## src/rtl/dm_mem_bus_decoder_pkg.sv

```systemverilog
// Debug-module memory map constants, hart debug-state encoding and decoded region tags.
// Shared by the region comparator and the bus decoder top.
package DM;

    localparam int unsigned HaltedAddr    = 32'h100;
    localparam int unsigned GoingAddr     = 32'h108;
    localparam int unsigned ResumingAddr  = 32'h110;
    localparam int unsigned ExceptionAddr = 32'h118;
    localparam int unsigned WhereToAddr   = 32'h300;
    localparam int unsigned FlagsBaseAddr = 32'h400;
    localparam int unsigned FlagsEndAddr  = 32'h7FF;
    localparam int unsigned DataAddr      = 32'h380;
    localparam int unsigned DataCount     = 2;
    localparam int unsigned ProgBufSize   = 8;
    localparam int unsigned HaltAddress   = 32'h800;

    // Program buffer sits directly below the data words; the abstract command
    // (10 instructions) sits directly below the program buffer.
    localparam int unsigned ProgBufBase   = DataAddr - 4 * ProgBufSize;
    localparam int unsigned AbsCmdBase    = ProgBufBase - 40;
    localparam int unsigned DataEnd       = DataAddr + 4 * DataCount - 1;

    typedef enum logic [1:0] {
        HS_RUN    = 2'd0,
        HS_HALT   = 2'd1,
        HS_GO     = 2'd2,
        HS_RESUME = 2'd3
    } hart_state_e;

    typedef enum logic [3:0] {
        RG_NONE      = 4'd0,
        RG_HALTED    = 4'd1,
        RG_GOING     = 4'd2,
        RG_RESUMING  = 4'd3,
        RG_EXCEPTION = 4'd4,
        RG_WDATA     = 4'd5,
        RG_WHERE     = 4'd6,
        RG_RDATA     = 4'd7,
        RG_PROG      = 4'd8,
        RG_ABS_CMD   = 4'd9,
        RG_FLAGS     = 4'd10,
        RG_ROM       = 4'd11
    } region_e;

endpackage

```

## src/rtl/dm_mem_bus_decoder_region.sv

```systemverilog
// Combinational region comparator: maps a debug-space offset plus direction
// onto a single region tag (RG_NONE when nothing is mapped there).
module dm_addr_region_dec
    import DM::*;
#(
    parameter int DbgAddressBits = 12
) (
    input  logic [DbgAddressBits-1:0] addr_i,
    input  logic                      we_i,
    output logic [3:0]                region_o
);

    logic [31:0] a;
    region_e     region;

    assign a        = 32'(addr_i);
    assign region_o = region;

    always_comb begin
        region = RG_NONE;
        if (we_i) begin
            if (a == HaltedAddr)                         region = RG_HALTED;
            else if (a == GoingAddr)                     region = RG_GOING;
            else if (a == ResumingAddr)                  region = RG_RESUMING;
            else if (a == ExceptionAddr)                 region = RG_EXCEPTION;
            else if (a >= DataAddr && a <= DataEnd)      region = RG_WDATA;
        end else begin
            if (a == WhereToAddr)                        region = RG_WHERE;
            else if (a >= DataAddr && a <= DataEnd)      region = RG_RDATA;
            else if (a >= ProgBufBase && a < DataAddr)   region = RG_PROG;
            else if (a >= AbsCmdBase && a < ProgBufBase) region = RG_ABS_CMD;
            else if (a >= FlagsBaseAddr && a <= FlagsEndAddr) region = RG_FLAGS;
            // ROM reads are served by the ROM itself, hence no strobe and no error
            else if (a >= HaltAddress)                   region = RG_ROM;
        end
    end

endmodule

```

## src/rtl/dm_mem_bus_decoder.sv

```systemverilog
// Zero-wait debug-module bus slave: decodes strobes, tracks hart debug state,
// registers the one-cycle response. Define DM_BUS_ERR_EN to report bus errors.
module dm_mem_bus_decoder
    import DM::*;
#(
    parameter int DbgAddressBits = 12,
    parameter int BusWidth       = 32
) (
    input  logic                clk_i,
    input  logic                rst_i,
    input  logic                req_i,
    input  logic                we_i,
    input  logic [BusWidth-1:0] addr_i,
    output logic                gnt_o,
    output logic                rvalid_o,
    output logic                err_o,
    output logic                wr_halted_en,
    output logic                wr_going_en,
    output logic                wr_resuming_en,
    output logic                wr_exception_en,
    output logic                wr_data_en,
    output logic                rd_where_en,
    output logic                rd_data_en,
    output logic                rd_prog_en,
    output logic                rd_abs_cmd_en,
    output logic                rd_flags_en,
    output logic [BusWidth-1:0] addr_o,
    output logic                rom_req_o,
    input  logic                clear_resumeack_i,
    input  logic                ndmreset_i,
    output logic [1:0]          hart_state_o
);

    logic [3:0]  region_raw;
    region_e     region;
    logic        acc;
    logic        violation;
    logic        err_raw;
    hart_state_e state_q, state_d;
    logic        rvalid_q, rvalid_d;
    logic        err_q, err_d;

    dm_addr_region_dec #(
        .DbgAddressBits(DbgAddressBits)
    ) u_region_dec (
        .addr_i  (addr_i[DbgAddressBits-1:0]),
        .we_i    (we_i),
        .region_o(region_raw)
    );

    assign region    = region_e'(region_raw);
    assign acc       = req_i & ~rst_i;
    assign gnt_o     = req_i;
    assign rom_req_o = req_i & ~we_i;
    assign addr_o    = addr_i;

    assign wr_halted_en    = acc && (region == RG_HALTED);
    assign wr_going_en     = acc && (region == RG_GOING);
    assign wr_resuming_en  = acc && (region == RG_RESUMING);
    assign wr_exception_en = acc && (region == RG_EXCEPTION);
    assign wr_data_en      = acc && (region == RG_WDATA);
    assign rd_where_en     = acc && (region == RG_WHERE);
    assign rd_data_en      = acc && (region == RG_RDATA);
    assign rd_prog_en      = acc && (region == RG_PROG);
    assign rd_abs_cmd_en   = acc && (region == RG_ABS_CMD);
    assign rd_flags_en     = acc && (region == RG_FLAGS);

    // State and response registers
    always_ff @(posedge clk_i or posedge rst_i) begin
        if (rst_i) begin
            state_q  <= HS_RUN;
            rvalid_q <= 1'b0;
            err_q    <= 1'b0;
        end else begin
            state_q  <= state_d;
            rvalid_q <= rvalid_d;
            err_q    <= err_d;
        end
    end

    // Next-state logic; a halted write wins over a same-cycle resume-ack clear
    always_comb begin
        state_d = state_q;
        if (ndmreset_i) begin
            state_d = HS_RUN;
        end else if (wr_halted_en) begin
            state_d = HS_HALT;
        end else if (!violation && wr_going_en) begin
            state_d = HS_GO;
        end else if (!violation && wr_exception_en) begin
            state_d = HS_HALT;
        end else if (!violation && wr_resuming_en) begin
            state_d = HS_RESUME;
        end else if (state_q == HS_RESUME && clear_resumeack_i) begin
            state_d = HS_RUN;
        end
    end

    // Outputs: protocol check against the current state and response
    always_comb begin
        violation = 1'b0;
        case (region)
            RG_GOING:     violation = (state_q != HS_HALT);
            RG_EXCEPTION: violation = (state_q != HS_GO);
            RG_RESUMING:  violation = (state_q != HS_HALT) && (state_q != HS_GO);
            default:      violation = 1'b0;
        endcase
        rvalid_d     = acc;
        err_d        = acc & err_raw;
        hart_state_o = state_q;
        rvalid_o     = rvalid_q;
        err_o        = err_q;
    end

`ifdef DM_BUS_ERR_EN
    assign err_raw = (region == RG_NONE) | violation;
`else
    assign err_raw = 1'b0;
`endif

endmodule

```

## config.mk

```make
export PLATFORM = sky130hd
export DESIGN_NAME = dm_mem_bus_decoder
export DESIGN_NICKNAME = d
export VERILOG_FILES = /design/src/rtl/dm_mem_bus_decoder_pkg.sv /design/src/rtl/dm_mem_bus_decoder_region.sv /design/src/rtl/dm_mem_bus_decoder.sv
export SDC_FILE = /design/constraint.sdc
export NUM_CORES = 1
export LEC_CHECK = 0
export CORE_UTILIZATION = 28
export CTS_CLUSTER_DIAMETER = 150
export DETAILED_ROUTE_END_ITERATION = 6
export PLACE_DENSITY = 0.81
export SYNTH_ARGS = -nofsm -noshare
export SYNTH_HDL_FRONTEND = slang
export SYNTH_HIERARCHICAL = 1
export SYNTH_SLANG_ARGS = --single-unit
```

## constraint.sdc

```tcl
create_clock -name clk_i -period 2.6 [get_ports clk_i]
set_input_delay 0.52 -clock clk_i [delete_from_list [all_inputs] [get_ports clk_i]]
set_output_delay 0.52 -clock clk_i [all_outputs]
set_load 0.1 [all_outputs]
```

* Yosys cells after proc, flatten, opt, wreduce, memory -nomap -nowiden
Cells that the tools add are included.
** Storage, ports and cells
- Register bits :: 3
- Output and inout port bits :: 48
- Logic and storage cells :: 73
** Operators by class
- Magnitude comparators :: 9
- Equality and inequality tests :: 18
- Muxes and demuxes :: 19
- Bitwise logic cells :: 4
- Reduce and logical (&&, ||, !) cells :: 21
** Operators by type and width (number)
- $eq 12x9->1 const B :: 4
- $mux 4 :: 11
- $ge 12x10->1 const B :: 3
- $lt 12x10->1 const B :: 2
- $logic_and 1x1->1 :: 19
- $eq 4x3->1 const B :: 4
- $eq 12x10->1 const B :: 1
- $eq 4x4->1 const B :: 3
- $ge 12x11->1 const B :: 1
- $ge 12x12->1 const B :: 1
- $le 12x10->1 const B :: 1
- $le 12x11->1 const B :: 1
- $mux 2 :: 6
- $eq 4x2->1 const B :: 2
- $reduce_bool 6->1 :: 1
- $eq 4x1->1 const B :: 1
- $mux 3 :: 1
- $pmux 1 s3 :: 1
- $and 1x1->1 :: 2
- $eq 2x2->1 const B :: 1
- $ne 2x1->1 const B :: 1
- $ne 2x2->1 const B :: 1
- $not 1->1 :: 2
- $logic_not 1->1 :: 1

* Logic depth before layout (Yosys ltp)
Gate-level depths: netlist of run 1.
- Word-level depth :: 17
- Gate-level depth with buffers :: 9

* Modules after synthesis
Netlist of run 1, hierarchy kept.
** Modules (own cells, without submodules)
- dm_mem_bus_decoder :: instances 1, cells an instance 79, area each 609.3 um^2
- dm_addr_region_dec :: instances 1, cells an instance 27, area each 175.2 um^2

* Worst setup path before layout of run 1
Ideal clock, no wire load.
- Kind :: input-to-output
- Start :: in addr_i[11]
- End :: out wr_exception_en
- Arrival time :: 3479 ps
- Data required time :: 2080 ps
- Setup slack :: -1399 ps
- Stages on the path :: 5
- Buffers on the path :: 0
- Cells stage by stage :: nor3b_4 -> nand4b_1 -> o22ai_1 -> nand2_1 -> nor3_1
** On the way
- Word-level cells in the longest chain between the ends :: 10
** Ends and longest elaborated chain
- from (decl) :: RTL line dm_mem_bus_decoder.sv:13 : input logic [BusWidth-1:0] addr_i,
- $ge 12x11->1 (tied with other cells) :: RTL line dm_mem_bus_decoder_region.sv:32 : else if (a >= FlagsBaseAddr && a <= FlagsEndAddr) region = RG_FLAGS;
- $logic_and 1x1->1, on equally long branches :: RTL line dm_mem_bus_decoder_region.sv:32, dm_mem_bus_decoder_region.sv:26, dm_mem_bus_decoder_region.sv:29
- $mux 4 or $mux 3 (tied branches) :: RTL line dm_mem_bus_decoder_region.sv:32, dm_mem_bus_decoder_region.sv:26
- $mux 4, on equally long branches :: RTL line dm_mem_bus_decoder_region.sv:31, dm_mem_bus_decoder_region.sv:25
- $mux 4, on equally long branches :: RTL line dm_mem_bus_decoder_region.sv:30, dm_mem_bus_decoder_region.sv:24
- $mux 4, on equally long branches :: RTL line dm_mem_bus_decoder_region.sv:29, dm_mem_bus_decoder_region.sv:23
- $mux 4, on equally long branches :: RTL line dm_mem_bus_decoder_region.sv:28, dm_mem_bus_decoder_region.sv:22
- $mux 4 (*) :: RTL line dm_mem_bus_decoder_region.sv:21 : if (we_i) begin
- net region[2] :: RTL line dm_mem_bus_decoder.sv:35 : region_e region;
- $eq 4x3->1 (*) :: RTL line dm_mem_bus_decoder.sv:60 : assign wr_exception_en = acc && (region == RG_EXCEPTION);
- $logic_and 1x1->1 (*) :: RTL line dm_mem_bus_decoder.sv:60
- to (decl) :: RTL line dm_mem_bus_decoder.sv:20 : output logic wr_exception_en,
The timed path passes the listed nets; every way through them passes the cells marked *.

* Worst setup path in the final report of run 1
- Start :: in addr_i[8]
- End :: out wr_resuming_en
** On the way
- Word-level cells in the longest chain between the ends :: 10
** Ends and longest elaborated chain
- $ge 12x11->1 (tied with other cells) :: RTL line dm_mem_bus_decoder_region.sv:32
- $logic_and 1x1->1, on equally long branches :: RTL line dm_mem_bus_decoder_region.sv:32, dm_mem_bus_decoder_region.sv:26, dm_mem_bus_decoder_region.sv:29
- $mux 4 or $mux 3 (tied branches) :: RTL line dm_mem_bus_decoder_region.sv:32, dm_mem_bus_decoder_region.sv:26
- $mux 4, on equally long branches :: RTL line dm_mem_bus_decoder_region.sv:31, dm_mem_bus_decoder_region.sv:25
- $mux 4, on equally long branches :: RTL line dm_mem_bus_decoder_region.sv:30, dm_mem_bus_decoder_region.sv:24
- $mux 4, on equally long branches :: RTL line dm_mem_bus_decoder_region.sv:29, dm_mem_bus_decoder_region.sv:23
- $mux 4, on equally long branches :: RTL line dm_mem_bus_decoder_region.sv:28, dm_mem_bus_decoder_region.sv:22
- $mux 4 (*) :: RTL line dm_mem_bus_decoder_region.sv:21
- net region[2] :: RTL line dm_mem_bus_decoder.sv:35
- $eq 4x2->1 (*) :: RTL line dm_mem_bus_decoder.sv:59 : assign wr_resuming_en = acc && (region == RG_RESUMING);
- $logic_and 1x1->1 (*) :: RTL line dm_mem_bus_decoder.sv:59
- to (decl) :: RTL line dm_mem_bus_decoder.sv:19 : output logic wr_resuming_en,
Marked as above.

==> results of run 1 <==
how the worst max path moves through the flow:
stage                from         endpoint  slack (ns)  cells past startpoint
2_1_floorplan  addr_i[11]  wr_exception_en       -0.08                      5
3_3_place_gp    addr_i[2]   wr_resuming_en       -0.35                      7
3_5_place_dp    addr_i[2]   wr_resuming_en       -0.39                      7
4_1_cts        addr_i[11]       rd_prog_en       0.003                      9
5_1_grt         addr_i[9]      wr_going_en       -0.09                      8
6_report        addr_i[8]   wr_resuming_en       -0.03                      9
report_power, final:
group          total (mW)  switching, mW  internal (mW)
clock              0.0854         0.0277         0.0577
combinational       0.331          0.201          0.131
sequential         0.0502        0.00161         0.0486
total               0.467          0.230          0.237
metrics by stage:
stage	utilization [%]	cell area, um^2	setup WS (ns)	cells
floorplan	-	898.4	-0.08283	106
global placement	61.01	1567	-0.3489	174
detailed placement	61.01	1567	-0.3944	174
CTS	65.25	1675	0.002913	183
global route	67.64	1737	-0.08733	188
finish	67.64	1737	-0.02896	188
worst register-to-register path, cell delays in order, from the launching register on:
cell and delay, ns:
sky130_fd_sc_hd__dfrtp_1 0.43, sky130_fd_sc_hd__inv_1 0.07, sky130_fd_sc_hd__ha_1 0.35, sky130_fd_sc_hd__a211oi_1 0.23
sky130_fd_sc_hd__o21ai_0 0.15, sky130_fd_sc_hd__a32o_2 0.29
metal layers:
layer	track usage, %	routed length [um]	vias up
met1	16.01	820	439
met3	5.738	234	12
li1	-	-	435
met5	0	0	-
met2	39.96	1555	61
met4	8.750	77	0
synth_stat cells:
| cell | instances | area (um^2) |
|---|---|---|
| sky130_fd_sc_hd__a221oi_2 | 1 | 15.01 |
| sky130_fd_sc_hd__mux2i_1 | 1 | 10.01 |
| sky130_fd_sc_hd__nor2_1 | 12 | 45.04 |
| sky130_fd_sc_hd__xnor2_1 | 1 | 8.760 |
| sky130_fd_sc_hd__nor3_2 | 1 | 10.01 |
| sky130_fd_sc_hd__nor3b_4 | 1 | 18.77 |
| sky130_fd_sc_hd__a21oi_1 | 2 | 10.01 |
| sky130_fd_sc_hd__nand4b_1 | 1 | 8.760 |
| sky130_fd_sc_hd__nand2_1 | 4 | 15.01 |
| sky130_fd_sc_hd__nand4_1 | 1 | 6.260 |
| sky130_fd_sc_hd__nor2_4 | 1 | 11.26 |
| sky130_fd_sc_hd__nand2b_1 | 2 | 12.51 |
| sky130_fd_sc_hd__o21ai_1 | 1 | 5.000 |
| sky130_fd_sc_hd__dfrtp_1 | 3 | 75.07 |
| sky130_fd_sc_hd__buf_4 | 34 | 255.2 |
| sky130_fd_sc_hd__nor3_1 | 5 | 25.02 |
| sky130_fd_sc_hd__nor3b_1 | 1 | 7.510 |
| sky130_fd_sc_hd__conb_1 | 1 | 3.750 |
| sky130_fd_sc_hd__ha_1 | 3 | 37.54 |
| sky130_fd_sc_hd__nand3b_1 | 1 | 7.510 |
| sky130_fd_sc_hd__o22ai_1 | 2 | 12.51 |
| sky130_fd_sc_hd__a211oi_1 | 1 | 7.510 |
| sky130_fd_sc_hd__clkbuf_1 | 1 | 3.750 |
| sky130_fd_sc_hd__nand3_1 | 3 | 15.01 |
| sky130_fd_sc_hd__a2111oi_4 | 1 | 27.53 |
| sky130_fd_sc_hd__buf_2 | 1 | 5.000 |
| sky130_fd_sc_hd__o21ai_0 | 3 | 15.01 |
| sky130_fd_sc_hd__or4b_4 | 1 | 13.76 |
| sky130_fd_sc_hd__a311oi_1 | 1 | 8.760 |
| sky130_fd_sc_hd__a41oi_1 | 1 | 8.760 |
| sky130_fd_sc_hd__o21a_1 | 1 | 7.510 |
| sky130_fd_sc_hd__inv_1 | 7 | 26.28 |
| sky130_fd_sc_hd__nor2b_1 | 4 | 25.02 |
| sky130_fd_sc_hd__o2bb2ai_1 | 1 | 8.760 |
| sky130_fd_sc_hd__a32o_2 | 1 | 11.26 |
sequential cells by signal (all words and copies together) (netlist names):
register and cells:
rvalid_o 1, hart_state_o 2
kinds of logic (layout without fill, tap and decap cells):
family / Yosys count / count (layout) / synth area share (%)
mux: 1 / 1 / 1.276
other cells: 1 / 1 / 0.4780
compound gates: 16 / 16 / 17.54
simple gates: 38 / 38 / 28.23
buf+inv: 43 / 95 / 37.00
xor+xnor: 1 / 1 / 1.117
fa+ha+maj: 3 / 3 / 4.785
flops: 3 / 3 / 9.569
layout make-up:
type                            count  area [um^2]  area share (%)
Timing Repair Buffer               84        963.4           55.48
Multi-Input combinational cell     60        608.1           35.01
Clock buffer                        4        26.28           1.513
Tap cell                           30        37.54           2.161
Sequential cell                     3        75.07           4.323
Inverter                            7        26.28           1.513
cell usage in the layout (no fill, tap or decap), types with 4 or more instances in the layout:
cell type	instances
sky130_fd_sc_hd__buf_12	24
sky130_fd_sc_hd__buf_4	40
sky130_fd_sc_hd__buf_6	6
sky130_fd_sc_hd__clkdlybuf4s50_1	4
sky130_fd_sc_hd__inv_1	5
sky130_fd_sc_hd__nor2_1	4
sky130_fd_sc_hd__nor2_4	9
what timing repair did:
item | 4_1_cts | 5_1_grt
pin swaps | 15 | 19
endpoints found under the hold margin | 0 | 0
endpoints found under the setup margin | 12 | 10
hold buffers | 0 | 0
buffers inserted | 5 | 5
resized for setup | 49 | 25
==> out/metrics.json, run 1 <==
{
  "clock_tree.htree_level_count": 1,
  "critPathTopFamily": "simple AND/OR/NAND/NOR gates",
  "antenna_cells": 0,
  "clock_skew_ns": 0.0008653,
  "leakage_nw": 0.7563,
  "post_layout_nets": 200,
  "power_density_nw_per_um2": 268.9,
  "clock_path_buffers": 2,
  "final-max-slew-violation-count": 0,
  "n_fill_cell": 204,
  "groute.usage.overall_pct": 19.22,
  "crit_top_cell": "sky130_fd_sc_hd__buf_4",
  "syn2layout_area_growth_pct": 121.4,
  "setup_slack_of_the_most_critical_reg_to_reg_path_ns": 0.97,
  "drive_gt1_share_pct": 71.52,
  "via_count_of_the_first_global_routing_pass": 1018,
  "fin_total_pwr_mw": 0.4670,
  "synth_seq_cells": 3,
  "arrival_ns": 2.11,
  "setup.worst_path.start_class": "input port",
  "via_count": 947,
  "final_period_minus_worst_setup_slack_ns": 2.629,
  "synth.cell_area_um2": 784.5,
  "finalWeightedCongestion": 0.7262,
  "core.rowCount": 18,
  "cp_max_stage_delay_ns": 0.59,
  "final_hold_slack_ns": 0.5437,
  "drt.antenna.violating_nets": 0,
  "hold_viol": 0,
  "totalWireLength_mm": 2.688,
  "worstSetupEndpointType": "primary output",
  "syn_avg_cell_area_um2": 7.401,
  "start_util_pct": 30.56,
  "hp-class": "in -> async",
  "half_perimeter_wire_length_after_placement_mm": 2.067,
  "antenna_found_initial": 0,
  "floorplan.core_area_um2": 2567,
  "yosys_warnings": 6,
  "cp_cell_sequence": "buf_6 -> nor3b_4 -> buf_4 -> nand4_1 -> buf_4 -> o22ai_4 -> or4b_4 -> nor2_4 -> buf_12",
  "top_level_ports": 86,
  "detail_route.drc_violations": 0,
  "floorplan.die.height_um": 54.93,
  "violations": "negative setup slack",
  "syn_nets": 147,
  "die_w_um": 54.93,
  "wl_per_cell_um": 14.30,
  "detail_route.iter0.violations": 8,
  "cts_tree": "yes",
  "yosysSeqAreaShare_pct": 9.569,
  "grt_first_pass_wirelength_mm": 4.188,
  "cts_sinks": 3,
  "rsz0062_at_grt": "yes",
  "clock_insertion_delay_worst_skew_ns": 0.24,
  "number_of_buffers_created_by_cts": 3,
  "critical-path-slowest-cell": "sky130_fd_sc_hd__or4b_4",
  "regToRegEndpoint": "hart_state_o[1]",
  "max_cap_violations": 0,
  "timing.fmax_ghz": 0.3804,
  "min_period_over_period_pct": 101.1,
  "worst_ir_drop_vdd_uv": 236.9,
  "final_critical_path_setup_slack_ns": -0.02896,
  "grt_remaining_overflow": 0,
  "regToRegStartpoint": "hart_state_o[0]",
  "timing_worst_setup_path_type": "in -> out",
  "post_synth_num_cell_types": 35,
  "run_status": "finished, violations left",
  "critPathRequiredTime_ns": 2.08,
  "clk_transition_reported_paths_ns": 0.04,
  "path_max_fanout": 4,
  "critical_path_buf_inv_count": 4,
  "post_route_setup_tns_ns": -0.06688,
  "netlist_instances": 106,
  "viasPerCell": 5.037,
  "reg2reg_depth": 5,
  "floorplan.die_area_um2": 3017,
  "setup-violations-final": 4,
  "detail_route.first_pass.iterations": 4,
  "portBuffers": 44,
  "maximum_number_of_pins_on_one_net_before_global_route_repair": 7,
  "cts.root.buffer_cell": "sky130_fd_sc_hd__clkbuf_4"
}
Note: power is estimated with default switching activity, not from simulation.
==> run 2, diff against run 1 <==
Settings changed: CORE_MARGIN set to 3.
==> run 2 against run 1 <==
  * The run now ends clean
  * Critical path depth fell by 1
  * Sequential share of layout area fell by 0.076 points
  * Clock power rose by 7.7%
  * Register-to-register slack barely moved
  * Design area rose by 1.8%
  * Total power rose by 3.4%
  * Sequential cell count did not move
  * Critical endpoint is now wr_halted_en
==> out/metrics.json, run 2 (synthesized netlist as in run 1, its figures left out) <==
{
  "mostFrequentLayoutCell": "sky130_fd_sc_hd__buf_4",
  "timing.fmax_ghz": 0.3886,
  "setup-violations-final": 0,
  "hold_viol": 0,
  "power.switching_fraction_pct": 49.80,
  "post_route_setup_tns_ns": 0,
  "cp_cell_sequence": "clkbuf_2 -> nor3_4 -> buf_4 -> a21oi_4 -> o22ai_4 -> or4b_4 -> nor2_4 -> buf_12",
  "clock_tree.htree_level_count": 1,
  "viasPerCell": 4.968,
  "placedInstanceArea_um2": 1594,
  "seq_power_share_pct": 10.4,
  "postLayoutCoreUtil_pct": 68.86,
  "maximum_number_of_pins_on_one_net_before_global_route_repair": 7,
  "regToRegStartpoint": "hart_state_o[0]",
  "final_hold_slack_ns": 0.5956,
  "path_max_fanout": 4,
  "critical_path_buf_inv_count": 3,
  "power.share.combinational_pct": 70.6,
  "grt_remaining_overflow": 0,
  "via_count": 929,
  "die_w_um": 58.93,
  "top_level_ports": 86,
  "final_design_area_no_fill_um2": 1768,
  "clock_skew_ns": 0.00001180,
  "layout_common_cells": "sky130_fd_sc_hd__buf_4, sky130_fd_sc_hd__buf_12, sky130_fd_sc_hd__nor2_4, sky130_fd_sc_hd__buf_6, sky130_fd_sc_hd__inv_1",
  "whs_endpoint": "hart_state_o[0]",
  "drive_gt1_share_pct": 75.80,
  "wl_per_cell_um": 15.23,
  "switching_pwr_mw": 0.2404,
  "syn2layout_area_growth_pct": 125.4,
  "setup_slack_of_the_most_critical_reg_to_reg_path_ns": 0.96,
  "cellInternalPower_mw": 0.2423,
  "finalWeightedCongestion": 0.7652,
  "clock_insertion_delay_worst_skew_ns": 0.25,
  "totalWireLength_mm": 2.848,
  "detail_route.iter0.violations": 22,
  "detail_route.drc_violations": 0,
  "final_period_minus_worst_setup_slack_ns": 2.574,
  "reg2reg_depth": 5,
  "via_count_of_the_first_global_routing_pass": 964,
  "portBuffers": 44,
  "post_layout_nets": 199,
  "placed_cells_incl_taps": 176,
  "number_of_buffers_created_by_cts": 3,
  "start_util_pct": 30.56,
  "floorplan.die_area_um2": 3473,
  "drt.antenna.violating_nets": 0,
  "fin_total_pwr_mw": 0.4827,
  "hold_path_depth": 1,
  "fin_cells": 187,
  "launch_point_of_the_worst_hold_path": "hart_state_o[0]",
  "largest_register_ffs": 2,
  "final-max-slew-violation-count": 0,
  "clk_transition_reported_paths_ns": 0.05,
  "rsz0062_at_grt": "yes",
  "floorplan.die.height_um": 58.93,
  "detail_route.first_pass.iterations": 3,
  "grt_first_pass_wirelength_mm": 4.209,
  "cp_max_stage_delay_ns": 0.60,
  "critPathTopFamily": "simple AND/OR/NAND/NOR gates",
  "worst_ir_drop_vdd_uv": 339.9,
  "half_perimeter_wire_length_after_placement_mm": 2.101,
  "setup.worst_path.start_class": "input port",
  "timing_worst_setup_path_type": "in -> out",
  "power_density_nw_per_um2": 273.0,
  "hp-class": "reg -> reg",
  "final_critical_path_setup_slack_ns": 0.02637,
  "min_period_over_period_pct": 98.99,
  "n_fill_cell": 199,
  "worstSetupEndpointType": "primary output",
  "leakage_nw": 0.7678,
  "dp_worst_setup_slack_ns": -0.4518,
  "clock_path_buffers": 2,
  "cts.root.buffer_cell": "sky130_fd_sc_hd__clkbuf_4",
  "antenna_cells": 0,
  "regToRegEndpoint": "hart_state_o[1]",
  "cts-hold-fix-buffers": 0,
  "clockPowerShare_pct": 19.1,
  "critPathRequiredTime_ns": 2.08,
  "run_status": "finished, final reports clean",
  "core.rowCount": 18,
  "floorplan.core_area_um2": 2567,
  "antenna_found_initial": 0,
  "critical-path-slowest-cell": "sky130_fd_sc_hd__or4b_4",
  "max_cap_violations": 0,
  "groute.usage.overall_pct": 15.64,
  "cts_tree": "yes",
  "arrival_ns": 2.05,
  "cts_sinks": 3
}
## run 2: what timing repair did
item	in CTS	in global routing
pin swaps	14	20
setup endpoints to repair	12	10
setup buffers	2	6
gates cloned	0	0
resized for setup	44	42
## run 2: worst max path at each step
stage / start / endpoint / slack (ns) / cells past startpoint
2_1_floorplan: addr_i[11] / wr_exception_en / -0.08 / 5
3_3_place_gp: addr_i[8] / rd_data_en / -0.35 / 8
3_5_place_dp: addr_i[8] / rd_data_en / -0.45 / 8
4_1_cts: addr_i[4] / wr_going_en / 0.006 / 7
5_1_grt: addr_i[11] / rd_data_en / -0.04 / 9
6_report: addr_i[2] / wr_halted_en / 0.03 / 8
## run 2: power groups by stage
stage | sequential (mW) | combinational, mW | clock, mW
after detailed placement | 0.0507 | 0.316 | 0
after floorplan | 0.0628 | 0.318 | 0
final | 0.0500 | 0.341 | 0.0920
after CTS | 0.0501 | 0.319 | 0.0898
after global routing | 0.0503 | 0.354 | 0.103
after global placement | 0.0507 | 0.311 | 0
## run 2: final cells by class
| cell class | instances | area, um^2 | share of cell area, % |
|---|---|---|---|
| clock buffer | 4 | 26.28 | 1.486 |
| inverter | 7 | 26.28 | 1.486 |
| multi-input combinational | 60 | 636.9 | 36.02 |
| sequential | 3 | 75.07 | 4.246 |
| tap | 30 | 37.54 | 2.123 |
| timing repair buffer | 83 | 965.9 | 54.64 |
## run 2: per-layer routing
metal	up-vias	part of all wire, %	wire length [um]	global-route usage, %
met3	10	7.6	216	3.070
met4	0	1.6	46	7.767
met1	437	36	1024	16.80
li1	430	-	-	-
met2	52	55	1561	28.71
met5	-	0	0	0
## run 2: worst register-to-register path, cell delays in order, from the launching register on
cell and delay, ns:
sky130_fd_sc_hd__dfrtp_1 0.42, sky130_fd_sc_hd__inv_1 0.07, sky130_fd_sc_hd__ha_1 0.35, sky130_fd_sc_hd__a211oi_1 0.23, sky130_fd_sc_hd__o21ai_0 0.17, sky130_fd_sc_hd__a32o_2 0.29
